<file path="config.mk">
export PLATFORM = sky130hd
export DESIGN_NAME = bkm_iter_ctrl
export DESIGN_NICKNAME = d
export VERILOG_FILES = /design/src/rtl/bkm_pkg.sv /design/src/rtl/bkm_iter_cnt.sv /design/src/rtl/bkm_iter_ctrl.sv
export SDC_FILE = /design/constraint.sdc
export NUM_CORES = 1
export LEC_CHECK = 0
export ABC_AREA = 1
export CORE_AREA = 5 5 209 211
export CTS_BUF_LIST = sky130_fd_sc_hd__clkbuf_16
export DETAILED_ROUTE_END_ITERATION = 8
export DIE_AREA = 0 0 214 216
export MAX_ROUTING_LAYER = met4
export PLACE_DENSITY = 0.67
export RECOVER_POWER = 25
export SYNTH_ARGS = -nofsm -noshare
export SYNTH_HDL_FRONTEND = slang
export SYNTH_HIERARCHICAL = 1
export SYNTH_SLANG_ARGS = --single-unit
</file>
<file path="constraint.sdc">
create_clock -name clk -period 1.8 [get_ports clk]
set_clock_uncertainty 0.15 [all_clocks]
set_input_delay 0.36 -clock clk [delete_from_list [all_inputs] [get_ports clk]]
set_output_delay 0.36 -clock clk [all_outputs]
set_load 0.005 [all_outputs]
</file>
<file path="src/rtl/bkm_pkg.sv">
// Shared definitions for the BKM datapath, control step and sequencer.
// Holds the iteration width default, sequencer state codes and format codes.
package bkm_pkg;

  localparam int LOG2N_DEF = 6;

  localparam logic [1:0] S_IDLE = 2'd0;
  localparam logic [1:0] S_RUN  = 2'd1;
  localparam logic [1:0] S_DONE = 2'd2;

  localparam logic [1:0] FMT_FP16 = 2'd0;
  localparam logic [1:0] FMT_FP32 = 2'd1;
  localparam logic [1:0] FMT_FP64 = 2'd2;
  localparam logic [1:0] FMT_FIXP = 2'd3;

endpackage

</file>
<file path="src/rtl/bkm_iter_cnt.sv">
// Iteration index counter: load (to 0, capturing last_n), increment, clear,
// terminal-count flag. Ports: clk, srst, i_load, i_last_n, i_inc, i_clr, o_n, o_tc.
module bkm_iter_cnt
  import bkm_pkg::*;
#(
  parameter int LOG2N = LOG2N_DEF
) (
  input  logic             clk,
  input  logic             srst,
  input  logic             i_load,
  input  logic [LOG2N-1:0] i_last_n,
  input  logic             i_inc,
  input  logic             i_clr,
  output logic [LOG2N-1:0] o_n,
  output logic             o_tc
);

  logic [LOG2N-1:0] r_n;
  logic [LOG2N-1:0] r_last;

  always_ff @(posedge clk) begin
    if (srst) begin
      r_n    <= '0;
      r_last <= '0;
    end else if (i_clr) begin
      r_n <= '0;
    end else if (i_load) begin
      r_n    <= '0;
      r_last <= i_last_n;
    end else if (i_inc) begin
      r_n <= r_n + 1'b1;
    end
  end

  // Increment is gated by o_tc upstream, so the index never wraps.
  assign o_n  = r_n;
  assign o_tc = (r_n == r_last);

endmodule

</file>
<file path="src/rtl/bkm_iter_ctrl.sv">
// BKM iteration sequencer: accepts (X_0,Y_0), runs last_n+1 datapath steps
// feeding X/Y back, then offers the final pair. Ports: in_* operand
// handshake, step_* datapath drive/return, out_* result handshake, abort, busy.
module bkm_iter_ctrl
  import bkm_pkg::*;
#(
  parameter int W     = 64,
  parameter int LOG2N = LOG2N_DEF
) (
  input  logic             clk,
  input  logic             srst,
  input  logic             in_valid,
  output logic             in_ready,
  input  logic             in_mode,
  input  logic [1:0]       in_format,
  input  logic [LOG2N-1:0] in_last_n,
  input  logic [W-1:0]     in_X_0,
  input  logic [W-1:0]     in_Y_0,
  input  logic             abort,
  input  logic [1:0]       dig_d_x_n,
  input  logic [1:0]       dig_d_y_n,
  output logic             step_en,
  output logic             step_mode,
  output logic [1:0]       step_format,
  output logic [LOG2N-1:0] step_n,
  output logic [1:0]       step_d_x_n,
  output logic [1:0]       step_d_y_n,
  output logic [W-1:0]     step_X_n,
  output logic [W-1:0]     step_Y_n,
  input  logic [W-1:0]     step_X_np1,
  input  logic [W-1:0]     step_Y_np1,
  output logic             out_valid,
  input  logic             out_ready,
  output logic [W-1:0]     out_X,
  output logic [W-1:0]     out_Y,
  output logic             busy
);

  logic [1:0]   r_state;
  logic         r_mode;
  logic [1:0]   r_format;
  logic [W-1:0] r_X;
  logic [W-1:0] r_Y;
  logic [W-1:0] r_out_X;
  logic [W-1:0] r_out_Y;

  logic w_idle;
  logic w_run;
  logic w_done;
  logic w_accept;
  logic w_tc;

  assign w_idle   = (r_state == S_IDLE);
  assign w_run    = (r_state == S_RUN);
  assign w_done   = (r_state == S_DONE);
  assign w_accept = w_idle & in_valid;

  bkm_iter_cnt #(
    .LOG2N(LOG2N)
  ) u_cnt (
    .clk     (clk),
    .srst    (srst),
    .i_load  (w_accept),
    .i_last_n(in_last_n),
    .i_inc   (w_run & ~abort & ~w_tc),
    .i_clr   (~w_idle & abort),
    .o_n     (step_n),
    .o_tc    (w_tc)
  );

  always_ff @(posedge clk) begin
    if (srst) begin
      r_state  <= S_IDLE;
      r_mode   <= 1'b0;
      r_format <= '0;
      r_X      <= '0;
      r_Y      <= '0;
      r_out_X  <= '0;
      r_out_Y  <= '0;
    end else begin
      unique case (1'b1)
        w_idle: begin
          if (in_valid) begin
            r_mode   <= in_mode;
            r_format <= in_format;
            r_X      <= in_X_0;
            r_Y      <= in_Y_0;
            r_state  <= S_RUN;
          end
        end
        w_run: begin
          // abort wins even over the final step: no result is captured.
          if (abort) begin
            r_state <= S_IDLE;
          end else begin
            r_X <= step_X_np1;
            r_Y <= step_Y_np1;
            if (w_tc) begin
              r_out_X <= step_X_np1;
              r_out_Y <= step_Y_np1;
              r_state <= S_DONE;
            end
          end
        end
        w_done: begin
          if (abort || out_ready) begin
            r_state <= S_IDLE;
          end
        end
        default: r_state <= S_IDLE;
      endcase
    end
  end

  assign in_ready    = w_idle;
  assign busy        = ~w_idle;
  assign step_en     = w_run;
  assign out_valid   = w_done;
  assign step_mode   = r_mode;
  assign step_format = r_format;
  assign step_X_n    = r_X;
  assign step_Y_n    = r_Y;
  assign step_d_x_n  = dig_d_x_n;
  assign step_d_y_n  = dig_d_y_n;
  assign out_X       = r_out_X;
  assign out_Y       = r_out_Y;

endmodule

</file>
* Word-level counts from Yosys, hierarchy flattened
Index checks and enable logic that the tools add are counted.
** Cells by class
- Add/subtract/negate cells :: 1
- Equality and inequality tests :: 7
- Multiplexer cells :: 11
- Bitwise logic cells :: 8
- Reductions and logical operators :: 9
** Operators with widths (number)
- 64-bit 2-to-1 mux :: 4
- 64-bit case mux with 2 select lines :: 2
- 3-bit AND reduction :: 3
- 2-bit 2-to-1 mux :: 4
- 6-bit by 1-bit adder with 6-bit output, second input constant :: 1
- 6-bit equality test :: 1
- 2-bit case mux with 3 select lines :: 1
- 1-bit AND :: 4
- 2-bit inequality test, second input constant :: 2
- 1-bit NOT :: 4
- 2-bit AND reduction :: 2
- 3-bit by 2-bit inequality test with 1-bit output, second input constant :: 1
- 3-bit OR reduction :: 1
- 2-bit by 1-bit equality test with 1-bit output, second input constant :: 1
- 2-bit equality test, second input constant :: 1
- 2-bit logical NOT :: 1
- 2-bit by 1-bit inequality test with 1-bit output, second input constant :: 1
- 2-bit nonzero test :: 1
- 1-bit logical OR :: 1
** Word-level totals
- Bits in registers :: 273
- Input port bits :: 274
- Output and inout port bits :: 273
- Logic and storage cells :: 45

* Longest topological paths before layout
Gate-level depths: netlist (run 1).
- Word-level depth :: 5
- Depth in mapped cells :: 14
- Gate-level depth less buffers :: 14

* Hierarchy
Netlist (run 1), hierarchy kept.
** Modules (own cells, without submodules)
- bkm_iter_ctrl :: instances 1, cells an instance 2134, area each 13198.9 sq um, seq. area each 5225.0 sq um
- bkm_iter_cnt :: instances 1, cells an instance 89, area each 580.6 sq um, seq. area each 240.2 sq um

* Worst setup path after synthesis (run 1)
Ideal clock, no wire load.
- Path type :: register to register
- Start :: register u_cnt.r_n[0] (netlist: u_cnt/o_n[0])
- End :: register r_out_X[44] (netlist: out_X[44])
- Setup time :: 0.113 ns
- Data arrival time :: 1.628 ns
- Data required time :: 1.537 ns
- Setup slack :: -0.091 ns
- Cell stages (with the launch flop) :: 12
- Path buffers :: 2
- Period minus slack after synthesis :: 1.891 ns
- Path through :: dfxtp_1 inv_1 nand2_1 nand2_1 nor2_1 nand2_1 nor2_1 buf_1 clkbuf_1 nand4_1 nand2_1 nor2_1
** On the way
- Longest elaborated chain between the ends :: 2
** Ends and longest elaborated chain
- start, declared :: line bkm_iter_cnt.sv:18 : logic [LOG2N-1:0] r_n;
- start signal, assigned :: line bkm_iter_cnt.sv:31 : r_n <= r_n + 1'b1;
- 6-bit equality test :: line bkm_iter_cnt.sv:37 : assign o_tc = (r_n == r_last);
- net w_tc :: line bkm_iter_ctrl.sv:51 : logic w_tc;
- 3-bit AND reduction (no line)
- end signal, assigned :: line bkm_iter_ctrl.sv:99 : r_out_X <= step_X_np1;
- end, declared :: line bkm_iter_ctrl.sv:44 : logic [W-1:0] r_out_X;
The timed path passes the listed nets, and every way through them passes these cells.
A chain may end at the register's enable or synchronous reset.

* Worst setup path after layout (run 1)
- Start :: register u_cnt.r_n[2] (netlist: u_cnt/o_n[2])
- End :: register r_out_Y[51] (netlist: out_Y[51])
** On the way
- Longest elaborated chain between the ends :: 2
** Ends and longest elaborated chain
- 6-bit equality test :: line bkm_iter_cnt.sv:37
- net w_tc :: line bkm_iter_ctrl.sv:51
- 3-bit AND reduction (no line)
- end signal, assigned :: line bkm_iter_ctrl.sv:100 : r_out_Y <= step_Y_np1;
- end, declared :: line bkm_iter_ctrl.sv:45 : logic [W-1:0] r_out_Y;
The timed path passes the listed nets, and every way through them passes these cells.

==> reports/metrics.csv, run 1 <==
metric,value,unit
drt_iter0_drc,1782,
ys_seq_area_share,39.7,%
post-place-ws,-0.304,ns
slowest_stage,dfxtp_4,
cts_sinks,273,
synthAdderAreaFrac,0.0908,%
grt_pass1_wl,93900,µm
status,"complete, but fails checks",
cp_max_fo,5,
swShare,31.7,%
synth_compound_area_share,0.654,%
power.internal,12.8,mW
synth_cells,2223,
hpwl,42100,µm
endpoint,out_Y[51],
ir_drop,0.639,mV
nFillCells,3981,
vias,16946,
arrival,2.30,ns
die_height,216,µm
wire_per_inst,19.8,µm
max_slew_margin,56.2,%
grt_use_total,26.0,%
final_area,23000,µm²
placed_area,20200,µm²
ant_nets,0,
critPathKind,flop to flop,
switchingPower,5.97,mW
fin_util,55.2,%
dieWidth,214,µm
io_buffers,538,
firstDrtPassIters,6,
yosysUniqueCellTypes,22,
overflow,0,
syn-num-nets,2498,
path_depth,14,
vias_per_cell,5.02,
finalWirelength,66700,µm
dieArea,46200,µm²
p_seq_share,36.2,%
mostFrequentLayoutCells,"nand2_1, nor2_1, inv_1",
rr_worst_depth,14,
coreArea,41600,µm²
ys_seq_elements,273,
startpoint_type,flop,
finalSetupViolCount,133,
ios,547,
multiInputGateArea,6970,µm²
worstMarginPinSlew,0.656,ns
hold_start,in_last_n[2],
cp_top_family,simple AND/OR/NAND/NOR gates,
rows,75,
synth-xor-area-share,0.0636,%
fmax,503,MHz
seq_area,5500,µm²
antenna_found_initial,3,
cp_data_required_time,2.11,ns
grt_max_degree,97,
combPwrFrac,30.6,%
worstSetupEndpointType,flop,
finalPower,18.8,mW
finalCritPeriodShare,111,%
min_period,1.99,ns
r2r_slack,-0.19,ns
min_path_type,input port to flop,
maxCapViolations,0,
worstSetupStartpoint,u_cnt/o_n[2],
cts_tree,yes,
muxShareOfSynthArea,0.0726,%
cts_inserted_buffers,34,
synth_area,13800,µm²
layout_commonest_cell,nand2_1,
gp_congestion,0.926,
grt_pass1_vias,16266,
clockBufferDepth,3,
violations,negative setup slack,
p_per_area,819,nW/µm²
area_delta_synth_final,66.6,%
clock_latency,0.55,ns
drc_errors,0,
start_util,33.1,%
synthSimpleGateAreaFrac,45.1,%
root_buffer,clkbuf_16,
finalHoldViolCount,0,
worstReg2RegStart,u_cnt/o_n[2],
synth_top_family_by_area,simple AND/OR/NAND/NOR gates,
drive_above_1_share,14.7,%
slew_viol_final,0,
setup_ws,-0.190,ns
fin_hold_ws,0.223,ns
fin_nets,3085,
synth_area_per_cell,6.20,µm²
rsz0062_at_grt,yes,
p_leak,12.0,nW
rr_endpoint,out_Y[51],
slowest_delay,0.37,ns
cp_cell_sequence,"inv_2, nand2_1, nand2_1, nor2_2, nand2_2, nor2_4, buf_6, inv_4, nor2_4, buf_12, buf_12, buf_12, nor2_4, nor2_2",
clk_pin_slew,0.06,ns
pwr-share-clk,33.2,%
htreeDepth,2,
yosysWarnings,6,
cp_num_buf_inv,6,
## stage by stage
stage / setup TNS (ns) / cells
6_report: -16.41 / 3374
5_1_grt: -30.62 / 3374
4_1_cts: -21.60 / 3353
3_5_place_dp: -49.90 / 3232
3_3_place_gp: -42.66 / 3232
2_1_floorplan: -2.59 / 2223
## cell type report
type,instances,area share (%)
clock buffer,35,3.81
antenna,3,0.0327
inverter,278,4.64
tap,539,2.94
sequential,273,23.9
timing repair buffer,722,33.9
clock inverter,23,0.409
multi-input combinational,1501,30.4
## per-layer routing
layer	global-route usage (%)	vias up	share of wire (%)
met5	-	-	0
met4	8.72	0	3.4
met3	7.33	153	10
met2	42.2	869	46
met1	31.5	7886	40
li1	-	8038	-
## cell families (layout without fill, tap and decap cells)
| group | after synthesis | after routing |
|---|---|---|
| XOR/XNOR | 1 | 1 |
| other | 0 | 3 |
| adder cells (fa/ha/maj) | 1 | 1 |
| flip-flops | 273 | 273 |
| AND/OR/NAND/NOR | 1478 | 1480 |
| AO/OA/AOI/OAI | 18 | 18 |
| buffers and inverters | 451 | 1058 |
| multiplexers | 1 | 1 |
## state kept, by name, indices dropped and copies added, names as in the netlist
signal / flops
u_cnt/r_last: 6
r_state: 2
step_Y_n: 64
u_cnt/o_n: 6
out_X: 64
step_format: 2
step_X_n: 64
out_Y: 64
step_mode: 1
## what timing repair did
action / 4_1_cts / 5_1_grt
gates resized for setup: 456 / 149
gates cloned: 16 / 26
hold buffers: 0 / 0
endpoints found under the setup margin: 406 / 269
pin swaps: 91 / 107
setup buffers: 51 / 7
## cells in the mapped netlist
cell type	count	area share, %
ha_1	1	0.091
inv_2	3	0.082
buf_6	10	0.82
nand4_1	128	5.8
nand3_1	258	9.4
o21ai_0	3	0.11
inv_1	275	7.5
buf_1	10	0.27
buf_4	31	1.7
nor3b_1	1	0.055
xnor2_1	1	0.064
o21ai_1	3	0.11
nor2_1	537	15
buf_2	70	2.5
clkbuf_1	52	1.4
nand2_2	2	0.091
nand2_1	549	15
nand3_2	1	0.073
nor2_4	2	0.16
dfxtp_1	273	40
a21oi_1	12	0.44
mux2i_1	1	0.073
## worst min-delay path by stage
stage	endpoint	cells after the start
2_1_floorplan	r_state[0]	1
3_3_place_gp	out_Y[52]	2
3_5_place_dp	out_Y[25]	2
4_1_cts	u_cnt/r_last[2]	3
5_1_grt	u_cnt/r_last[0]	3
6_report	u_cnt/r_last[2]	3
## tightest hold or removal path: stages
cell             delay (ns)
clkdlybuf4s50_1        0.40
nand2_1                0.06
a21oi_1                0.05
## power by group through the flow
| stage | sequential (mW) | clock (mW) | combinational, mW |
|---|---|---|---|
| final | 6.81 | 6.24 | 5.76 |
| after global routing | 6.86 | 6.64 | 6.20 |
| after CTS | 6.80 | 6.38 | 5.26 |
| after detailed placement | 6.94 | 0 | 4.77 |
| after global placement | 6.92 | 0 | 4.74 |
| after floorplan | 6.94 | 0 | 2.17 |
(Power assumes the default switching activity.)
==> run 2: changes to the inputs <==
ABC_CLOCK_PERIOD_IN_PS = 1800   (was default)
SKIP_LAST_GASP = 1   (was default)
SLEW_MARGIN = 0   (was default)
==> reports/metrics.csv, run 2 (synthesis results as in run 1) <==
metric,value,unit
finalSetupTns,-17.44,ns
drive_above_1_share,13.8,%
io_buffers,538,
ios,547,
cp_cell_sequence,"inv_1, nand2_1, nand2_1, nor2_1, nand2_2, nor2_4, buf_6, inv_4, nor2_4, buf_12, buf_12, buf_12, nor2_4, nor2_2",
cts_sinks,273,
startpoint_type,flop,
holdPathStages,3,
grt_max_degree,97,
start_util,33.1,%
slowest_delay,0.36,ns
area_delta_synth_final,65.8,%
r2r_slack,-0.21,ns
final_area,22800,µm²
finalCritPeriodShare,112,%
drt_iter0_drc,1697,
dieArea,46200,µm²
grt_pass1_vias,16242,
cts_tree,yes,
finalHoldViolCount,0,
clk_pin_slew,0.06,ns
p_per_area,824,nW/µm²
firstDrtPassIters,6,
cp_data_required_time,2.11,ns
grt_use_total,26.0,%
drc_errors,0,
rows,75,
root_buffer,clkbuf_16,
cts_inserted_buffers,34,
wire_per_inst,19.8,µm
ant_nets,0,
finalPower,18.8,mW
worstReg2RegStart,u_cnt/o_n[0],
coreArea,41600,µm²
finalWirelength,66600,µm
min_period,2.01,ns
violations,negative setup slack,
cp_num_buf_inv,6,
post-place-ws,-0.304,ns
max_slew_margin,56.5,%
layout_commonest_cell,nand2_1,
fin_util,55.0,%
status,"complete, but fails checks",
die_height,216,µm
placed_area,20200,µm²
fin_nets,3083,
fmax,496,MHz
slowest_stage,dfxtp_1,
p_leak,11.9,nW
mostFrequentLayoutCells,"nand2_1, nor2_1, inv_1",
htreeDepth,2,
antenna_found_initial,2,
clockBufferDepth,3,
dieWidth,214,µm
rr_endpoint,out_Y[51],
vias_per_cell,4.98,
clock_latency,0.54,ns
finalSetupViolCount,134,
worstMarginPinSlew,0.652,ns
hpwl,42100,µm
ir_drop,0.635,mV
cp_max_fo,5,
arrival,2.32,ns
holdPathEnd,u_cnt/r_last[2],
grt_pass1_wl,93900,µm
hold_start,in_last_n[2],
min_path_type,input port to flop,
worstSetupStartpoint,u_cnt/o_n[0],
critPathKind,flop to flop,
rr_worst_depth,14,
worstSetupEndpointType,flop,
vias,16786,
slew_viol_final,0,
maxCapViolations,0,
cp_top_family,simple AND/OR/NAND/NOR gates,
rsz0062_at_grt,yes,
setup_ws,-0.214,ns
overflow,0,
gp_congestion,0.926,
-- run 2: cell types whose count changed in the layout (fill, tap and decap cells not counted), sizes merged --
cell,change
buf,-1
clkbuf,-1
clkdlybuf4s15,-1
dlygate4sd2,+1
-- run 2: area by class of cell --
cell class | count | area [µm²]
fill | 4004 | 18700
inverter | 278 | 1070
sequential | 273 | 5500
clock inverter | 23 | 93.8
timing repair buffer | 720 | 7740
multi-input combinational | 1501 | 6890
tap | 539 | 674
antenna | 3 | 7.51
clock buffer | 35 | 876
-- run 2: worst max path at each step --
stage	slack, ns	cells after the start	end
floorplan	-0.05	11	out_X[10]
global placement	-0.30	11	u_cnt/o_n[5]
detailed placement	-0.30	11	u_cnt/o_n[5]
CTS	-0.23	3	out_valid
global route	-0.29	14	out_X[8]
finish	-0.21	14	out_Y[51]
-- run 2: through the flow --
| stage | std cells | hold WS, ns |
|---|---|---|
| 3_5_place_dp | 3232 | 0.320 |
| 5_1_grt | 3371 | 0.217 |
| 4_1_cts | 3353 | 0.194 |
| 2_1_floorplan | 2223 | 0.279 |
| 3_3_place_gp | 3232 | 0.313 |
| 6_report | 3372 | 0.226 |
-- run 2: where the power goes --
group | switching (mW) | internal (mW) | leakage [nW]
combinational | 2.95 | 2.83 | 9.16
sequential | 0.272 | 6.54 | 2.25
clock | 2.74 | 3.49 | 0.505
-- run 2: what timing repair did --
action                                  4_1_cts  5_1_grt
resized for setup                           439      135
cloned                                       16       26
pin swaps                                    88       90
buffers inserted                             51        5
hold buffers                                  0        0
endpoints found under the setup margin      406      269
endpoints found under the hold margin         0        0
-- run 2: layer usage --
layer,track usage [%],up-vias,share of wire [%]
met5,-,-,0
met4,8.55,0,3.1
met3,7.36,134,10
met2,42.2,835,46
met1,31.5,7790,41
li1,-,8027,-
-- run 2: worst reg2reg max path, stage by stage (launching register included) --
cell     delay [ns]
dfxtp_1        0.36
inv_1          0.05
nand2_1        0.05
nand2_1        0.05
nor2_1         0.14
nand2_2        0.09
nor2_4         0.12
buf_6          0.13
inv_4          0.04
nor2_4         0.19
buf_12         0.16
buf_12         0.14
buf_12         0.14
nor2_4         0.04
nor2_2         0.10
==> run 3: changes to the inputs <==
CORE_AREA = 2 2 212 214   (was 5 5 209 211)
PLACE_DENSITY = default   (was 0.67)
==> reports/metrics.csv, run 3 (synthesis results as in run 1) <==
metric,value,unit
maxCapViolations,0,
power.internal,13.3,mW
grt_pass1_vias,15812,
drc_errors,0,
cts_tree,yes,
root_buffer,clkbuf_16,
clock_latency,0.54,ns
violations,negative setup slack,
overflow,0,
gr-usage-met2,43.5,%
slowest_delay,0.36,ns
area_delta_synth_final,67.1,%
layout_commonest_cell,nand2_1,
pwr-share-clk,35.2,%
holdPathEnd,u_cnt/r_last[2],
grt_use_total,26.7,%
worstSetupEndpointType,flop,
holdPathStages,3,
combPwrFrac,29.6,%
max_slew_margin,40.8,%
p_leak,11.9,nW
slew_viol_final,0,
crit_top_cell,buf_12,
cts_sinks,273,
antenna_found_initial,4,
cp_max_fo,8,
critPathKind,flop to flop,
dieWidth,214,µm
worstReg2RegStart,u_cnt/o_n[0],
grt_pass1_wl,94000,µm
grt_use_met1,32.1,%
hpwl,41900,µm
rows,77,
arrival,2.34,ns
vias_per_cell,4.82,
cts_inserted_buffers,35,
placed_area,20300,µm²
die_height,216,µm
hold_start,in_last_n[2],
htreeDepth,2,
vias,16493,
switchingPower,6.01,mW
fin_hold_ws,0.223,ns
coreArea,43800,µm²
drive_above_1_share,13.4,%
rr_worst_depth,15,
min_period,2.02,ns
finalCritPeriodShare,112,%
cp_top_family,simple AND/OR/NAND/NOR gates,
grtUsageMet3,6.92,%
fmax,496,MHz
ant_nets,0,
final_area,23000,µm²
grt_max_degree,56,
worstMarginPinSlew,0.887,ns
busiest_layer,met2,
ir_drop,0.534,mV
io_buffers,538,
startpoint_type,flop,
dieArea,46200,µm²
cp_data_required_time,2.13,ns
clockBufferDepth,3,
p_seq_share,35.2,%
rr_endpoint,out_Y[52],
wire_per_inst,19.0,µm
finalWirelength,65100,µm
clk_pin_slew,0.06,ns
fin_util,52.5,%
holdBufCountCts,0,
fin_nets,3078,
firstDrtPassIters,5,
swShare,31.1,%
min_path_type,input port to flop,
r2r_slack,-0.22,ns
start_util,31.4,%
setup_ws,-0.217,ns
gp_congestion,0.931,
rsz0062_at_grt,yes,
ios,547,
p_per_area,840,nW/µm²
cp_cell_sequence,"inv_2, nand2_1, nand2_1, nor2_2, nand2_1, nor2_4, inv_2, nor2_4, buf_12, buf_12, buf_12, buf_12, buf_12, nor2_4, nor2_2",
finalHoldViolCount,0,
finalSetupViolCount,138,
slowest_stage,dfxtp_4,
mostFrequentLayoutCells,"nand2_1, nor2_1, inv_1",
drt_iter0_drc,1024,
cp_num_buf_inv,7,
status,"complete, but fails checks",
[run 3: cell types whose count changed in the layout (fill, tap and decap cells not counted), sizes merged]
| cell | change |
|---|---|
| bufinv | +3 |
| diode | +1 |
| buf | -7 |
| clkdlybuf4s15 | +5 |
| clkinv | -2 |
| bufbuf | +1 |
| inv | +1 |
| clkbuf | -5 |
[run 3: routing by layer]
layer  vias to the layer above  share of wire (%)
li1                       8020                  -
met1                      7721                 41
met2                       657                 48
met3                        95                8.3
met4                         0                2.6
met5                         -                  0
[run 3: worst max path at each step]
stage | start | to | depth (start not counted)
after floorplan | u_cnt/o_n[0] | out_X[10] | 11
after global placement | abort | step_Y_n[27] | 7
after detailed placement | abort | step_X_n[29] | 7
after CTS | r_state[0] | step_en | 3
after global routing | u_cnt/o_n[0] | out_X[12] | 15
final | u_cnt/o_n[0] | out_Y[52] | 15
[run 3: tightest hold or removal path, delay by kind of cell]
kind | cells | cell delay, ns
AO/OA/AOI/OAI | 1 | 0.05
AND/OR/NAND/NOR | 1 | 0.07
buffers and inverters | 1 | 0.39
[run 3: timing repair]
item,in CTS,in global routing
gates resized for setup,436,121
setup endpoints to repair,401,234
gates cloned,19,21
pin swaps,87,132
buffers inserted,41,16
[run 3: cell type report]
type / instances / area, µm²
multi-input combinational: 1501 / 6870
fill: 4370 / 20800
clock inverter: 25 / 200
tap: 592 / 741
timing repair buffer: 714 / 7780
antenna: 4 / 10.0
clock buffer: 35 / 876
inverter: 278 / 1070
sequential: 273 / 5490
[run 3: per-stage QoR]
| step | power (mW) | setup WS [ns] | TNS, ns | cells |
|---|---|---|---|---|
| final | 19.3 | -0.217 | -17.24 | 3422 |
| after detailed placement | 11.7 | -0.335 | -72.50 | 3281 |
| after CTS | 19.1 | -0.236 | -14.25 | 3398 |
| after global routing | 20.2 | -0.302 | -30.43 | 3422 |
| after global placement | 11.7 | -0.323 | -70.89 | 3281 |
| after floorplan | 9.11 | -0.0519 | -2.59 | 2223 |
[run 3: power by group through the flow]
| stage | Sequential [mW] | Combinational (mW) | Clock (mW) |
|---|---|---|---|
| 6_report | 6.81 | 5.73 | 6.80 |
| 5_1_grt | 6.86 | 6.19 | 7.19 |
| 4_1_cts | 6.81 | 5.40 | 6.93 |
| 3_5_place_dp | 6.94 | 4.78 | 0 |
| 3_3_place_gp | 6.92 | 4.76 | 0 |
| 2_1_floorplan | 6.94 | 2.17 | 0 |
